**config.mk**
```make
export PLATFORM = sky130hd
export DESIGN_NAME = mul_issue
export DESIGN_NICKNAME = d
export VERILOG_FILES = /design/src/rtl/mul_issue.sv
export SDC_FILE = /design/constraint.sdc
export NUM_CORES = 1
export LEC_CHECK = 0
export BUFFER_PORTS_ARGS = -buffer_cell sky130_fd_sc_hd__buf_2
export CAP_MARGIN = 25
export CORE_MARGIN = 2
export CORE_UTILIZATION = 42
export DETAILED_ROUTE_END_ITERATION = 10
export GPL_TIMING_DRIVEN = 0
export PLACE_DENSITY = 0.78
export SLEW_MARGIN = 25
export SYNTH_ARGS = -nofsm -noshare
export SYNTH_HDL_FRONTEND = slang
export SYNTH_SLANG_ARGS = --single-unit
```
**constraint.sdc**
```tcl
create_clock -name clock -period 1.35 [get_ports clock]
set_input_delay 0.27 -clock clock [delete_from_list [all_inputs] [get_ports clock]]
set_output_delay 0.27 -clock clock [all_outputs]
set_load 0.02 [all_outputs]
```
**src/rtl/mul_issue.sv**
```systemverilog
// Issue/response stage around an external combinational multiplier: registers the
// operands, pipelines the product to writeback over LATENCY cycles, reports in-flight rd.
module mul_issue #(
    parameter int LATENCY = 2
) (
    input  logic        clock,
    input  logic        reset,
    input  logic        flush,
    input  logic        req_valid,
    output logic        req_ready,
    input  logic [1:0]  req_op,
    input  logic [31:0] req_rdata1,
    input  logic [31:0] req_rdata2,
    input  logic [4:0]  req_waddr,
    output logic [31:0] mul_rdata1,
    output logic [31:0] mul_rdata2,
    output logic [3:0]  mul_op,
    input  logic [31:0] mul_result,
    output logic        rsp_valid,
    input  logic        rsp_ready,
    output logic [31:0] rsp_result,
    output logic [4:0]  rsp_waddr,
    input  logic [4:0]  chk_waddr,
    output logic        chk_hit
);

    localparam int L = LATENCY;

    logic            stall;
    logic            accept;
    logic [L:1]      valid_q, valid_d;
    logic [L:1][4:0] waddr_q, waddr_d;
    logic [31:0]     op1_q, op1_d;
    logic [31:0]     op2_q, op2_d;
    logic [3:0]      op_q, op_d;

    function automatic logic [3:0] op_onehot(input logic [1:0] op);
        return 4'b0001 << op;
    endfunction

    assign rsp_valid = valid_q[L];
    assign rsp_waddr = waddr_q[L];
    assign stall     = rsp_valid & ~rsp_ready;
    assign req_ready = ~reset & ~flush & ~stall;
    assign accept    = req_valid & req_ready;

    assign mul_rdata1 = op1_q;
    assign mul_rdata2 = op2_q;
    assign mul_op     = valid_q[1] ? op_q : 4'b0000;

    // A stall freezes every stage, empty ones included, so bubbles never compress.
    always_comb begin
        valid_d = valid_q;
        waddr_d = waddr_q;
        op1_d   = op1_q;
        op2_d   = op2_q;
        op_d    = op_q;
        if (!stall) begin
            valid_d[1] = accept;
            waddr_d[1] = accept ? req_waddr : 5'd0;
            for (int k = 2; k <= L; k++) begin
                valid_d[k] = valid_q[k-1];
                waddr_d[k] = waddr_q[k-1];
            end
            if (accept) begin
                op1_d = req_rdata1;
                op2_d = req_rdata2;
                op_d  = op_onehot(req_op);
            end
        end
        if (flush) begin
            valid_d = '0;
        end
    end

    always_ff @(posedge clock) begin
        if (reset) begin
            valid_q <= '0;
            waddr_q <= '0;
            op1_q   <= '0;
            op2_q   <= '0;
            op_q    <= '0;
        end else begin
            valid_q <= valid_d;
            waddr_q <= waddr_d;
            op1_q   <= op1_d;
            op2_q   <= op2_d;
            op_q    <= op_d;
        end
    end

    always_comb begin
        chk_hit = 1'b0;
        for (int k = 1; k <= L; k++) begin
            if (valid_q[k] && (waddr_q[k] == chk_waddr)) begin
                chk_hit = 1'b1;
            end
        end
        if (chk_waddr == 5'd0) begin
            chk_hit = 1'b0;
        end
    end

    generate
        if (L == 1) begin : g_comb_rsp
            assign rsp_result = valid_q[1] ? mul_result : 32'd0;
        end else begin : g_reg_rsp
            // data_q[j] holds the product for stage j+1; bubbles carry zero.
            logic [L-1:1][31:0] data_q, data_d;

            always_comb begin
                data_d = data_q;
                if (!stall) begin
                    data_d[1] = valid_q[1] ? mul_result : 32'd0;
                    for (int j = 2; j <= L - 1; j++) begin
                        data_d[j] = data_q[j-1];
                    end
                end
            end

            always_ff @(posedge clock) begin
                if (reset) begin
                    data_q <= '0;
                end else begin
                    data_q <= data_d;
                end
            end

            assign rsp_result = data_q[L-1];
        end
    endgenerate

endmodule

```
==> reports/results.md, run 1 <==
## Status
• **run status** complete, but fails checks
• **violated checks** negative setup slack

## Yosys
• **synthesized netlist cell count** 513
• **Post-synth ARST share** 0%
• **most used standard cell by instance count after synthesis** nand2_1
• **syn_area_per_cell** 8.149 µm²
• **post-synthesis register bit count** 112
• **syn_nets** 626
• **area share of the largest cell type after synthesis** 53.64%
• **cell taking the most area after synthesis** dfxtp_1
• **leading register cell type out of synthesis** dfxtp_1
• **top post-synthesis cells by count** nand2_1, dfxtp_1, a21oi_1, nand3_1, clkbuf_1
• **Yosys warning total** 0
• **Synth Cell Area** 4180 µm²
• **proportion of synthesized chip area in sequential cells** 53.64%
• **synth unique cells** 28
• **synth top area cells** dfxtp_1, nand2_1, a21oi_1, nand3_1, buf_6
• **Post-synth EDFFs** 0

## Setup path
• **critical path data arrival time** 1600 ps
• **slowest cell delay on critical path** 350 ps
• **FF-to-FF path depth** 7
• **CP startpoint kind** register
• **endpoint kind of the worst setup timing path** output pin
• **required arrival time at the worst endpoint** 1080 ps
• **startpoint of the lowest-slack register-to-register path** valid_q[2]$_SDFFE_PP0N_
• **CP max-delay cell** dfxtp_2
• **R2R Path End** waddr_q[3]$_SDFFE_PP0N_
• **slack of the worst reg-to-reg path** -30 ps
• **peak fanout along the critical path** 3
• **critical-path cell list** xor2_1, nor4_1, nand3_1, a21oi_4, buf_6
• **class of the most critical setup path** reg2out

## Detailed routing
• **count of routing violations after the opening detailed-route iteration** 230
• **DRC viols** 0
• **router iterations before antenna repair** 5
• **via/cell ratio** 4.916
• **detail-routed net length per standard cell** 14.44 µm
• **post-route antenna net violation count** 0
• **Via Count** 4434
• **final wirelength** 13.03 mm

## Finish
• **Design Area, Final** 6315 µm²
• **relative area change from synthesis to final layout** 51.06%
• **share of cells above drive strength 1** 47.20%
• **final core area utilization** 64.90%
• **number of nets in the finished design** 877
• **number of antenna repair diodes** 0

## Power
• **Power Total** 6.061 mW
• **Pwr per Cell Area** 959.8 nW/µm²
• **leakage power figure** 2.808 nW
• **maximum vdd ir drop** 0.0005465 V

## Clocking
• **maximum number of buffers from clock root to sink** 2
• **total clock buffers created by CTS** 9
• **number of buffers added to fix hold violations after cts** 0
• **Reg clk slew, reported paths** 100 ps
• **root buffer selected by CTS** clkbuf_8
• **TritonCTS clock tree** built
• **clock network latency to the later pin of the worst-skew pair** 360 ps
• **TritonCTS Sinks** 112
• **total number of H-tree levels** 3

## Min path
• **WHS Endpoint** mul_rdata2[10]$_SDFFE_PP0P_
• **Hold Crit Depth** 3
• **hold path startpoint** req_rdata2[10]
• **path type of the worst min-delay path** in2reg

## Global route
• **global route overflow** 0
• **maximum number of pins on one net before global-route repair** 17
• **met2 Use GR** 39.12%
• **fraction of met3 tracks used by global routing** 5.916%
• **global routing met1 resource utilization** 25.81%
• **vias in the first global route** 4025
• **global-route wire length before repair** 19.11 mm
• **total routing resource utilization after global routing** 21.95%
• **number of antenna violations at the first check in global routing** 0
• **most used routing layer in global routing** met2

## Die
• **die height** 103.8 µm
• **count of pins on the block boundary** 221
• **placeable core region** 9729 µm²
• **effective utilization at floorplan** 42.97%
• **horizontal die dimension** 103.8 µm
• **number of standard-cell rows in the floorplan** 36
• **Total Die Area** 10770 µm²

## Placement
• **placement-stage cell area** 5470 µm²
• **routability congestion estimate from global placement** 0.8929
• **count of input and output buffers** 219
• **worst slack at placement** -247.9 ps
• **hpwl dp** 9.142 mm

## STA
• **time the worst path needs with I/O delays and setup** 1872 ps
• **Fmax achieved** 0.5342 GHz
• **setup violation total in the final timing report** 10
• **setup slack of the critical path after layout** -522.0 ps
• **unrepaired setup endpoints after global routing** yes
• **part of the cycle the worst path needs** 138.7%
• **Hold Fails Final Rpt** 0
• **number of pins with negative max-slew slack in the final report** 0
• **slew margin rel.** 53.91%
• **Slew @ Worst Pin** 691.3 ps
• **skew final** 9.391 ps

## Run
• **max cap viols** 0

## critical path, delay by kind of cell (launching register included)
family	cells	cell delay [ps]
AND/OR/NAND/NOR	2	440
flip-flops	1	350
AO/OA/AOI/OAI	1	190
XOR/XNOR	1	140
buffers and inverters	1	130
## sequential cells by signal, summed over array words and instances, names as in the netlist
signal	cells
mul_rdata1	32
mul_rdata2	32
rsp_result	32
rsp_waddr	5
waddr_q	5
op_q	4
valid_q	2
## placed cells by master (no fill, tap or decap), types with 2 or more instances in the layout
cell type / netlist / layout
a21oi_2: 1 / 35
buf_8: 0 / 7
dfxtp_2: 0 / 9
buf_6: 9 / 20
buf_1: 5 / 4
clkbuf_4: 0 / 3
clkbuf_16: 0 / 7
nor4_1: 2 / 2
clkinv_2: 0 / 2
nand3_1: 35 / 35
xnor2_1: 2 / 2
xor2_1: 8 / 8
nor2_1: 6 / 6
and2_4: 0 / 4
nand2_2: 0 / 16
nand2_1: 174 / 158
a22oi_2: 0 / 5
clkbuf_8: 0 / 11
buf_2: 9 / 215
dfxtp_1: 112 / 103
a21oi_1: 105 / 70
clkbuf_2: 0 / 4
clkbuf_1: 15 / 12
buf_4: 8 / 15
## per-stage QoR
step           cells  TNS [ps]  hold WS [ps]
3_3_place_gp     865     -9953         434.0
6_report         902    -872.1         127.9
2_1_floorplan    513         0         349.3
5_1_grt          902     -2409         119.7
3_5_place_dp     865    -12500         441.4
4_1_cts          891     -1368         118.1
## worst max-delay path by stage
| stage | start | to | slack (ps) | cells past startpoint |
|---|---|---|---|---|
| floorplan | rsp_waddr[3]$_SDFFE_PP0N_ | chk_hit | 2 | 4 |
| global placement | chk_waddr[0] | chk_hit | -260 | 6 |
| detailed placement | chk_waddr[0] | chk_hit | -250 | 6 |
| CTS | waddr_q[0]$_SDFFE_PP0N_ | chk_hit | -520 | 5 |
| global route | rsp_waddr[1]$_SDFFE_PP0N_ | chk_hit | -610 | 5 |
| finish | rsp_waddr[0]$_SDFFE_PP0N_ | chk_hit | -520 | 5 |
## routing by layer
layer / part of all wire, % / up-vias
li1: - / 2180
met4: 1.7 / 0
met2: 51 / 176
met3: 7.1 / 28
met1: 41 / 2050
met5: 0 / -
## where the power goes
| part | internal (mW) | leakage [nW] | switching [mW] |
|---|---|---|---|
| Sequential | 3.39 | 0.913 | 0.0444 |
| Combinational | 0.369 | 1.81 | 0.461 |
| Clock | 0.721 | 0.0834 | 1.08 |
| Total | 4.48 | 2.81 | 1.58 |
## layout make-up
| class | count | area (µm²) |
|---|---|---|
| Timing Repair Buffer | 243 | 1451 |
| Fill cell | 826 | 3415 |
| Sequential cell | 112 | 2253 |
| Multi-Input combinational cell | 355 | 1909 |
| Tap cell | 133 | 166.4 |
| Clock buffer | 13 | 148.9 |
| Buffer | 43 | 367.9 |
| Clock inverter | 3 | 17.52 |
## kinds of logic (layout without fill, tap and decap cells)
kind of cell           count (synthesis)  count (layout)  synth area share [%]
AND/OR/NAND/NOR                      232             232                 23.44
multiplexers                           1               1                0.2395
buffers and inverters                 46             302                 6.735
flip-flops                           112             112                 53.64
XOR/XNOR                              10              10                 2.095
AO/OA/AOI/OAI                        112             112                 13.86
## repair_timing
| action | in CTS | in global routing |
|---|---|---|
| setup endpoints to repair | 79 | 101 |
| setup buffers | 8 | 6 |
| pin swaps | 7 | 14 |
| gates cloned | 2 | 8 |
| endpoints found under the hold margin | 0 | 0 |
| resized for setup | 44 | 85 |
(Power assumes the default switching activity.)
==> run 2, diff against run 1 <==
--- a/config.mk
+++ b/config.mk
@@ -11,7 +11,7 @@
 export CORE_UTILIZATION = 42
 export DETAILED_ROUTE_END_ITERATION = 10
 export GPL_TIMING_DRIVEN = 0
-export PLACE_DENSITY = 0.78
+export PLACE_DENSITY = 0.75
 export SLEW_MARGIN = 25
 export SYNTH_ARGS = -nofsm -noshare
 export SYNTH_HDL_FRONTEND = slang
==> reports/results.md, run 2 (synthesized netlist as in run 1, its figures left out) <==
## Status
• **run status** complete, but fails checks, unchanged
• **violated checks** negative setup slack, unchanged

## STA
• **setup slack of the critical path after layout** -566.7 ps, was -522.0 ps
• **time the worst path needs with I/O delays and setup** 1917 ps, was 1872 ps
• **Hold Fails Final Rpt** 0, unchanged
• **slew margin rel.** 51.29%, was 53.91%
• **Fmax achieved** 0.5217 GHz, was 0.5342 GHz
• **number of pins with negative max-slew slack in the final report** 0, unchanged
• **part of the cycle the worst path needs** 142.0%, was 138.7%
• **unrepaired setup endpoints after global routing** yes, unchanged
• **Slew @ Worst Pin** 730.6 ps, was 691.3 ps
• **setup violation total in the final timing report** 41, was 10
• **skew final** 10.82 ps, was 9.391 ps

## Global route
• **total routing resource utilization after global routing** 22.31%, was 21.95%
• **global route overflow** 0, unchanged
• **maximum number of pins on one net before global-route repair** 20, was 17
• **vias in the first global route** 4217, was 4025
• **global-route wire length before repair** 19.75 mm, was 19.11 mm
• **number of antenna violations at the first check in global routing** 0, unchanged

## Finish
• **most frequent cells in the layout** buf_2, nand2_1, dfxtp_1, unchanged
• **final core area utilization** 66.37%, was 64.90%
• **relative area change from synthesis to final layout** 54.47%, was 51.06%
• **Design Area, Final** 6457 µm², was 6315 µm²
• **area taken by multi-input logic gates** 1994 µm², was 1909 µm²
• **number of inserted filler cells in the final layout** 816, was 826
• **number of nets in the finished design** 874, was 877
• **number of antenna repair diodes** 0, unchanged
• **most common cell after layout, fill and taps aside** buf_2, unchanged
• **Reg area** 2255 µm², was 2253 µm²
• **share of cells above drive strength 1** 49.35%, was 47.20%

## Clocking
• **TritonCTS clock tree** built, unchanged
• **total clock buffers created by CTS** 9, unchanged
• **total number of H-tree levels** 3, unchanged
• **Reg clk slew, reported paths** 110 ps, was 100 ps
• **clock network latency to the later pin of the worst-skew pair** 370 ps, was 360 ps
• **maximum number of buffers from clock root to sink** 2, unchanged
• **number of buffers added to fix hold violations after cts** 0, unchanged
• **TritonCTS Sinks** 112, unchanged
• **root buffer selected by CTS** clkbuf_8, unchanged

## Die
• **number of standard-cell rows in the floorplan** 36, unchanged
• **horizontal die dimension** 103.8 µm, unchanged
• **placeable core region** 9729 µm², unchanged
• **effective utilization at floorplan** 42.97%, unchanged
• **Total Die Area** 10770 µm², unchanged
• **count of pins on the block boundary** 221, unchanged
• **die height** 103.8 µm, unchanged

## Power
• **Pwr per Cell Area** 982.7 nW/µm², was 959.8 nW/µm²
• **P_sw** 1.692 mW, was 1.580 mW
• **share of power burned in registers** 54.1%, was 56.7%
• **portion of total power attributed to the clock network** 32.2%, was 29.6%
• **maximum vdd ir drop** 0.0006607 V, was 0.0005465 V
• **Power Total** 6.346 mW, was 6.061 mW
• **Net Sw Frac** 26.66%, was 26.07%
• **part of the power in combinational logic** 13.7%, about the same
• **leakage power figure** 2.903 nW, was 2.808 nW
• **internal power** 4.654 mW, was 4.481 mW

## Setup path
• **class of the most critical setup path** reg2out, unchanged
• **critical-path cell list** xor2_1, nor4_1, nand3_1, a21oi_4, buf_6, unchanged
• **CP max-delay cell** dfxtp_2, unchanged
• **endpoint kind of the worst setup timing path** output pin, unchanged
• **required arrival time at the worst endpoint** 1080 ps, about the same
• **CP startpoint kind** register, unchanged
• **critical path data arrival time** 1650 ps, was 1600 ps
• **peak fanout along the critical path** 3, unchanged
• **slowest cell delay on critical path** 360 ps, was 350 ps
• **Crit path max-delay family** simple AND/OR/NAND/NOR gates, unchanged
• **Critical path buffers and inverters** 1, unchanged

## Placement
• **routability congestion estimate from global placement** 0.8516, was 0.8929
• **hpwl dp** 9.337 mm, was 9.142 mm
• **placement-stage cell area** 5470 µm², unchanged
• **count of input and output buffers** 219, unchanged
• **worst slack at placement** -241.9 ps, was -247.9 ps

## Detailed routing
• **final wirelength** 13.34 mm, was 13.03 mm
• **detail-routed net length per standard cell** 14.84 µm, was 14.44 µm
• **count of routing violations after the opening detailed-route iteration** 145, was 230
• **router iterations before antenna repair** 4, was 5
• **via/cell ratio** 4.954, was 4.916
• **Via Count** 4454, was 4434
• **DRC viols** 0, unchanged
• **post-route antenna net violation count** 0, unchanged

## Run
• **max cap viols** 0, unchanged

## Min path
• **path type of the worst min-delay path** in2reg, unchanged

[run 2: routing by layer]
| metal | GRT usage, % | share of wire, % | vias to the layer above |
|---|---|---|---|
| met5 | 0 | 0 | - |
| met4 | 7.915 | 1.5 | 0 |
| met3 | 6.797 | 7.3 | 15 |
| met2 | 38.51 | 50 | 176 |
| met1 | 26.27 | 41 | 2094 |
| li1 | - | - | 2169 |
[run 2: final timing paths]
kind         cells after the start                  startpoint  slack [ps]                          to
max                              5     waddr_q[3]$_SDFFE_PP0N_        -570                     chk_hit
min                              3               req_rdata1[5]         130  mul_rdata1[5]$_SDFFE_PP0P_
max reg2reg                      7     valid_q[2]$_SDFFE_PP0N_         -50  mul_rdata1[0]$_SDFFE_PP0P_
min reg2reg                      2  rsp_result[5]$_SDFFE_PP0N_         450  rsp_result[5]$_SDFFE_PP0N_
[run 2: worst register-to-register path, delay by kind of cell (launching register included)]
family / cells / cell delay (ps)
flip-flops: 1 / 360
AO/OA/AOI/OAI: 1 / 140
buffers and inverters: 3 / 410
AND/OR/NAND/NOR: 3 / 420
[run 2: power groups by stage]
stage	logic, mW	registers, mW	clock network (mW)
3_5_place_dp	0.688	3.51	0
3_3_place_gp	0.673	3.51	0
4_1_cts	0.724	3.43	2.10
6_report	0.868	3.43	2.04
5_1_grt	0.932	3.45	2.23
2_1_floorplan	0.258	3.61	0
[run 2: final cells by class]
| class | instances | share of cell area, % |
|---|---|---|
| Clock buffer | 9 | 1.918 |
| Sequential cell | 112 | 34.92 |
| Multi-Input combinational cell | 355 | 30.89 |
| Clock inverter | 7 | 1.201 |
| Tap cell | 133 | 2.577 |
| Buffer | 44 | 6.026 |
| Timing Repair Buffer | 239 | 22.48 |
[run 2: metrics by stage]
| stage | hold WS [ps] | TNS [ps] | cells |
|---|---|---|---|
| 2_1_floorplan | 349.3 | 0 | 513 |
| 3_3_place_gp | 436.3 | -9658 | 865 |
| 3_5_place_dp | 441.8 | -11460 | 865 |
| 4_1_cts | 107.6 | -1573 | 888 |
| 5_1_grt | 107.0 | -4474 | 899 |
| 6_report | 125.7 | -1660 | 899 |
[run 2: repair_timing]
action                                  4_1_cts  5_1_grt
endpoints found under the setup margin       77       92
setup buffers                                 6        6
gates resized for setup                      43      110
pin swaps                                     4       31
gates cloned                                  1        8
==> run 3, diff against run 2 <==
--- a/config.mk
+++ b/config.mk
@@ -11,7 +11,7 @@
 export CORE_UTILIZATION = 42
 export DETAILED_ROUTE_END_ITERATION = 10
 export GPL_TIMING_DRIVEN = 0
-export PLACE_DENSITY = 0.75
+export PLACE_DENSITY_LB_ADDON = 0.3
 export SLEW_MARGIN = 25
 export SYNTH_ARGS = -nofsm -noshare
 export SYNTH_HDL_FRONTEND = slang
==> reports/results.md, run 3 (synthesized netlist as in run 1, its figures left out) <==
## Status
• **run status** complete, but fails checks, unchanged
• **violated checks** negative setup slack, unchanged

## Setup path
• **launch point of the critical path** rsp_waddr[0]$_SDFFE_PP0N_, was waddr_q[3]$_SDFFE_PP0N_
• **peak fanout along the critical path** 2, was 3
• **startpoint of the lowest-slack register-to-register path** valid_q[2]$_SDFFE_PP0N_, unchanged
• **endpoint kind of the worst setup timing path** output pin, unchanged
• **critical-path cell list** xor2_1, nor4_2, nand3_1, a21oi_4, buf_6, was xor2_1, nor4_1, nand3_1, a21oi_4, buf_6
• **slowest cell delay on critical path** 340 ps, was 360 ps
• **CP startpoint kind** register, unchanged
• **CP max-delay cell** dfxtp_2, unchanged
• **Critical path buffers and inverters** 1, unchanged
• **critical path data arrival time** 1640 ps, was 1650 ps
• **class of the most critical setup path** reg2out, unchanged
• **Crit path max-delay family** simple AND/OR/NAND/NOR gates, unchanged
• **required arrival time at the worst endpoint** 1080 ps, about the same

## Detailed routing
• **count of routing violations after the opening detailed-route iteration** 165, was 145
• **DRC viols** 0, unchanged
• **via/cell ratio** 5.004, was 4.954
• **detail-routed net length per standard cell** 15.73 µm, was 14.84 µm
• **Via Count** 4504, was 4454
• **post-route antenna net violation count** 0, unchanged
• **router iterations before antenna repair** 4, unchanged
• **final wirelength** 14.16 mm, was 13.34 mm

## STA
• **time the worst path needs with I/O delays and setup** 1913 ps, was 1917 ps
• **slew margin rel.** 49.44%, was 51.29%
• **number of pins with negative max-slew slack in the final report** 0, unchanged
• **part of the cycle the worst path needs** 141.7%, was 142.0%
• **setup violation total in the final timing report** 24, was 41
• **Fmax achieved** 0.5227 GHz, was 0.5217 GHz
• **setup slack of the critical path after layout** -563.0 ps, was -566.7 ps
• **Slew @ Worst Pin** 758.4 ps, was 730.6 ps
• **skew final** 8.143 ps, was 10.82 ps
• **unrepaired setup endpoints after global routing** yes, unchanged
• **Hold Fails Final Rpt** 0, unchanged

## Finish
• **area taken by multi-input logic gates** 2292 µm², was 1994 µm²
• **most common cell after layout, fill and taps aside** buf_2, unchanged
• **share of cells above drive strength 1** 54.89%, was 49.35%
• **relative area change from synthesis to final layout** 62.29%, was 54.47%
• **most frequent cells in the layout** buf_2, nand2_1, dfxtp_1, unchanged
• **Final Instance Count excl. Fillers** 900, was 899
• **Design Area, Final** 6784 µm², was 6457 µm²
• **number of inserted filler cells in the final layout** 750, was 816
• **number of antenna repair diodes** 0, unchanged
• **Reg area** 2253 µm², was 2255 µm²
• **number of nets in the finished design** 876, was 874

## Die
• **number of standard-cell rows in the floorplan** 36, unchanged
• **horizontal die dimension** 103.8 µm, unchanged
• **effective utilization at floorplan** 42.97%, unchanged
• **count of pins on the block boundary** 221, unchanged
• **Total Die Area** 10770 µm², unchanged
• **placeable core region** 9729 µm², unchanged
• **die height** 103.8 µm, unchanged

## Clocking
• **clock network latency to the later pin of the worst-skew pair** 370 ps, about the same
• **total clock buffers created by CTS** 9, unchanged
• **Reg clk slew, reported paths** 100 ps, was 110 ps
• **root buffer selected by CTS** clkbuf_8, unchanged
• **total number of H-tree levels** 3, unchanged
• **maximum number of buffers from clock root to sink** 2, unchanged
• **TritonCTS Sinks** 112, unchanged
• **TritonCTS clock tree** built, unchanged

## Placement
• **placed insts** 865, unchanged
• **routability congestion estimate from global placement** 0.7957, was 0.8516
• **placement-stage cell area** 5470 µm², unchanged
• **hpwl dp** 9.103 mm, was 9.337 mm
• **count of input and output buffers** 219, unchanged

## Global route
• **maximum number of pins on one net before global-route repair** 17, was 20
• **global route overflow** 0, unchanged
• **total routing resource utilization after global routing** 22.61%, was 22.31%
• **vias in the first global route** 4218, was 4217
• **number of antenna violations at the first check in global routing** 0, unchanged
• **global-route wire length before repair** 20.00 mm, was 19.75 mm

## Power
• **Power Total** 6.599 mW, was 6.346 mW
• **leakage power figure** 3.168 nW, was 2.903 nW
• **Pwr per Cell Area** 972.7 nW/µm², was 982.7 nW/µm²
• **maximum vdd ir drop** 0.0007302 V, was 0.0006607 V

## Min path
• **path type of the worst min-delay path** in2reg, unchanged
• **hold path startpoint** req_rdata2[30], was req_rdata1[5]

## Run
• **max cap viols** 0, unchanged

[run 3: per-stage QoR]
| step | hold WS [ps] | TNS [ps] | worst slack, ps | util (%) |
|---|---|---|---|---|
| floorplan | 349.3 | 0 | 2.329 | - |
| global placement | 435.6 | -7104 | -234.7 | 56.22 |
| detailed placement | 444.0 | -9461 | -301.6 | 56.22 |
| CTS | 112.4 | -1506 | -555.1 | 60.78 |
| global route | 117.0 | -4249 | -648.9 | 69.73 |
| finish | 125.3 | -1241 | -563.0 | 69.73 |
[run 3: what timing repair did]
item	in CTS	in global routing
endpoints found under the setup margin	72	98
resized for setup	46	180
pin swaps	6	94
buffers inserted	9	7
hold buffers	0	0
gates cloned	0	8
[run 3: metal layers]
layer	GRT usage (%)	wire, µm	vias up
li1	-	-	2177
met1	27.04	5595	2112
met2	39.26	7283	189
met3	5.979	1009	26
met4	7.915	267	0
met5	0	0	-
[run 3: worst paths after layout]
path | slack, ps | to | depth (start not counted)
worst min register to register | 460 | rsp_result[16]$_SDFFE_PP0N_ | 2
worst min-delay path | 130 | mul_rdata2[30]$_SDFFE_PP0P_ | 3
worst max-delay path | -560 | chk_hit | 5
worst max register to register | -80 | mul_rdata1[6]$_SDFFE_PP0P_ | 7
[run 3: layout make-up]
| class | count | share of cell area, % |
|---|---|---|
| Tap cell | 133 | 2.453 |
| Clock inverter | 3 | 0.9591 |
| Sequential cell | 112 | 33.22 |
| Timing Repair Buffer | 243 | 21.89 |
| Clock buffer | 12 | 2.287 |
| Buffer | 42 | 5.404 |
| Multi-Input combinational cell | 355 | 33.79 |
[run 3: where the power goes]
group          total [mW]  internal, mW  switching [mW]  leakage [nW]
Combinational       0.941         0.398           0.543          2.14
Clock                2.22          1.14            1.08         0.112
Sequential           3.44          3.39          0.0476         0.913
Total                6.60          4.92            1.67          3.17
[run 3: worst register-to-register path, stage by stage, from the launching register on]
cell	delay [ps]
dfxtp_2	340
buf_6	120
nand2b_4	90
and3_4	230
clkbuf_16	190
clkbuf_16	170
nand2_4	50
a21oi_2	170
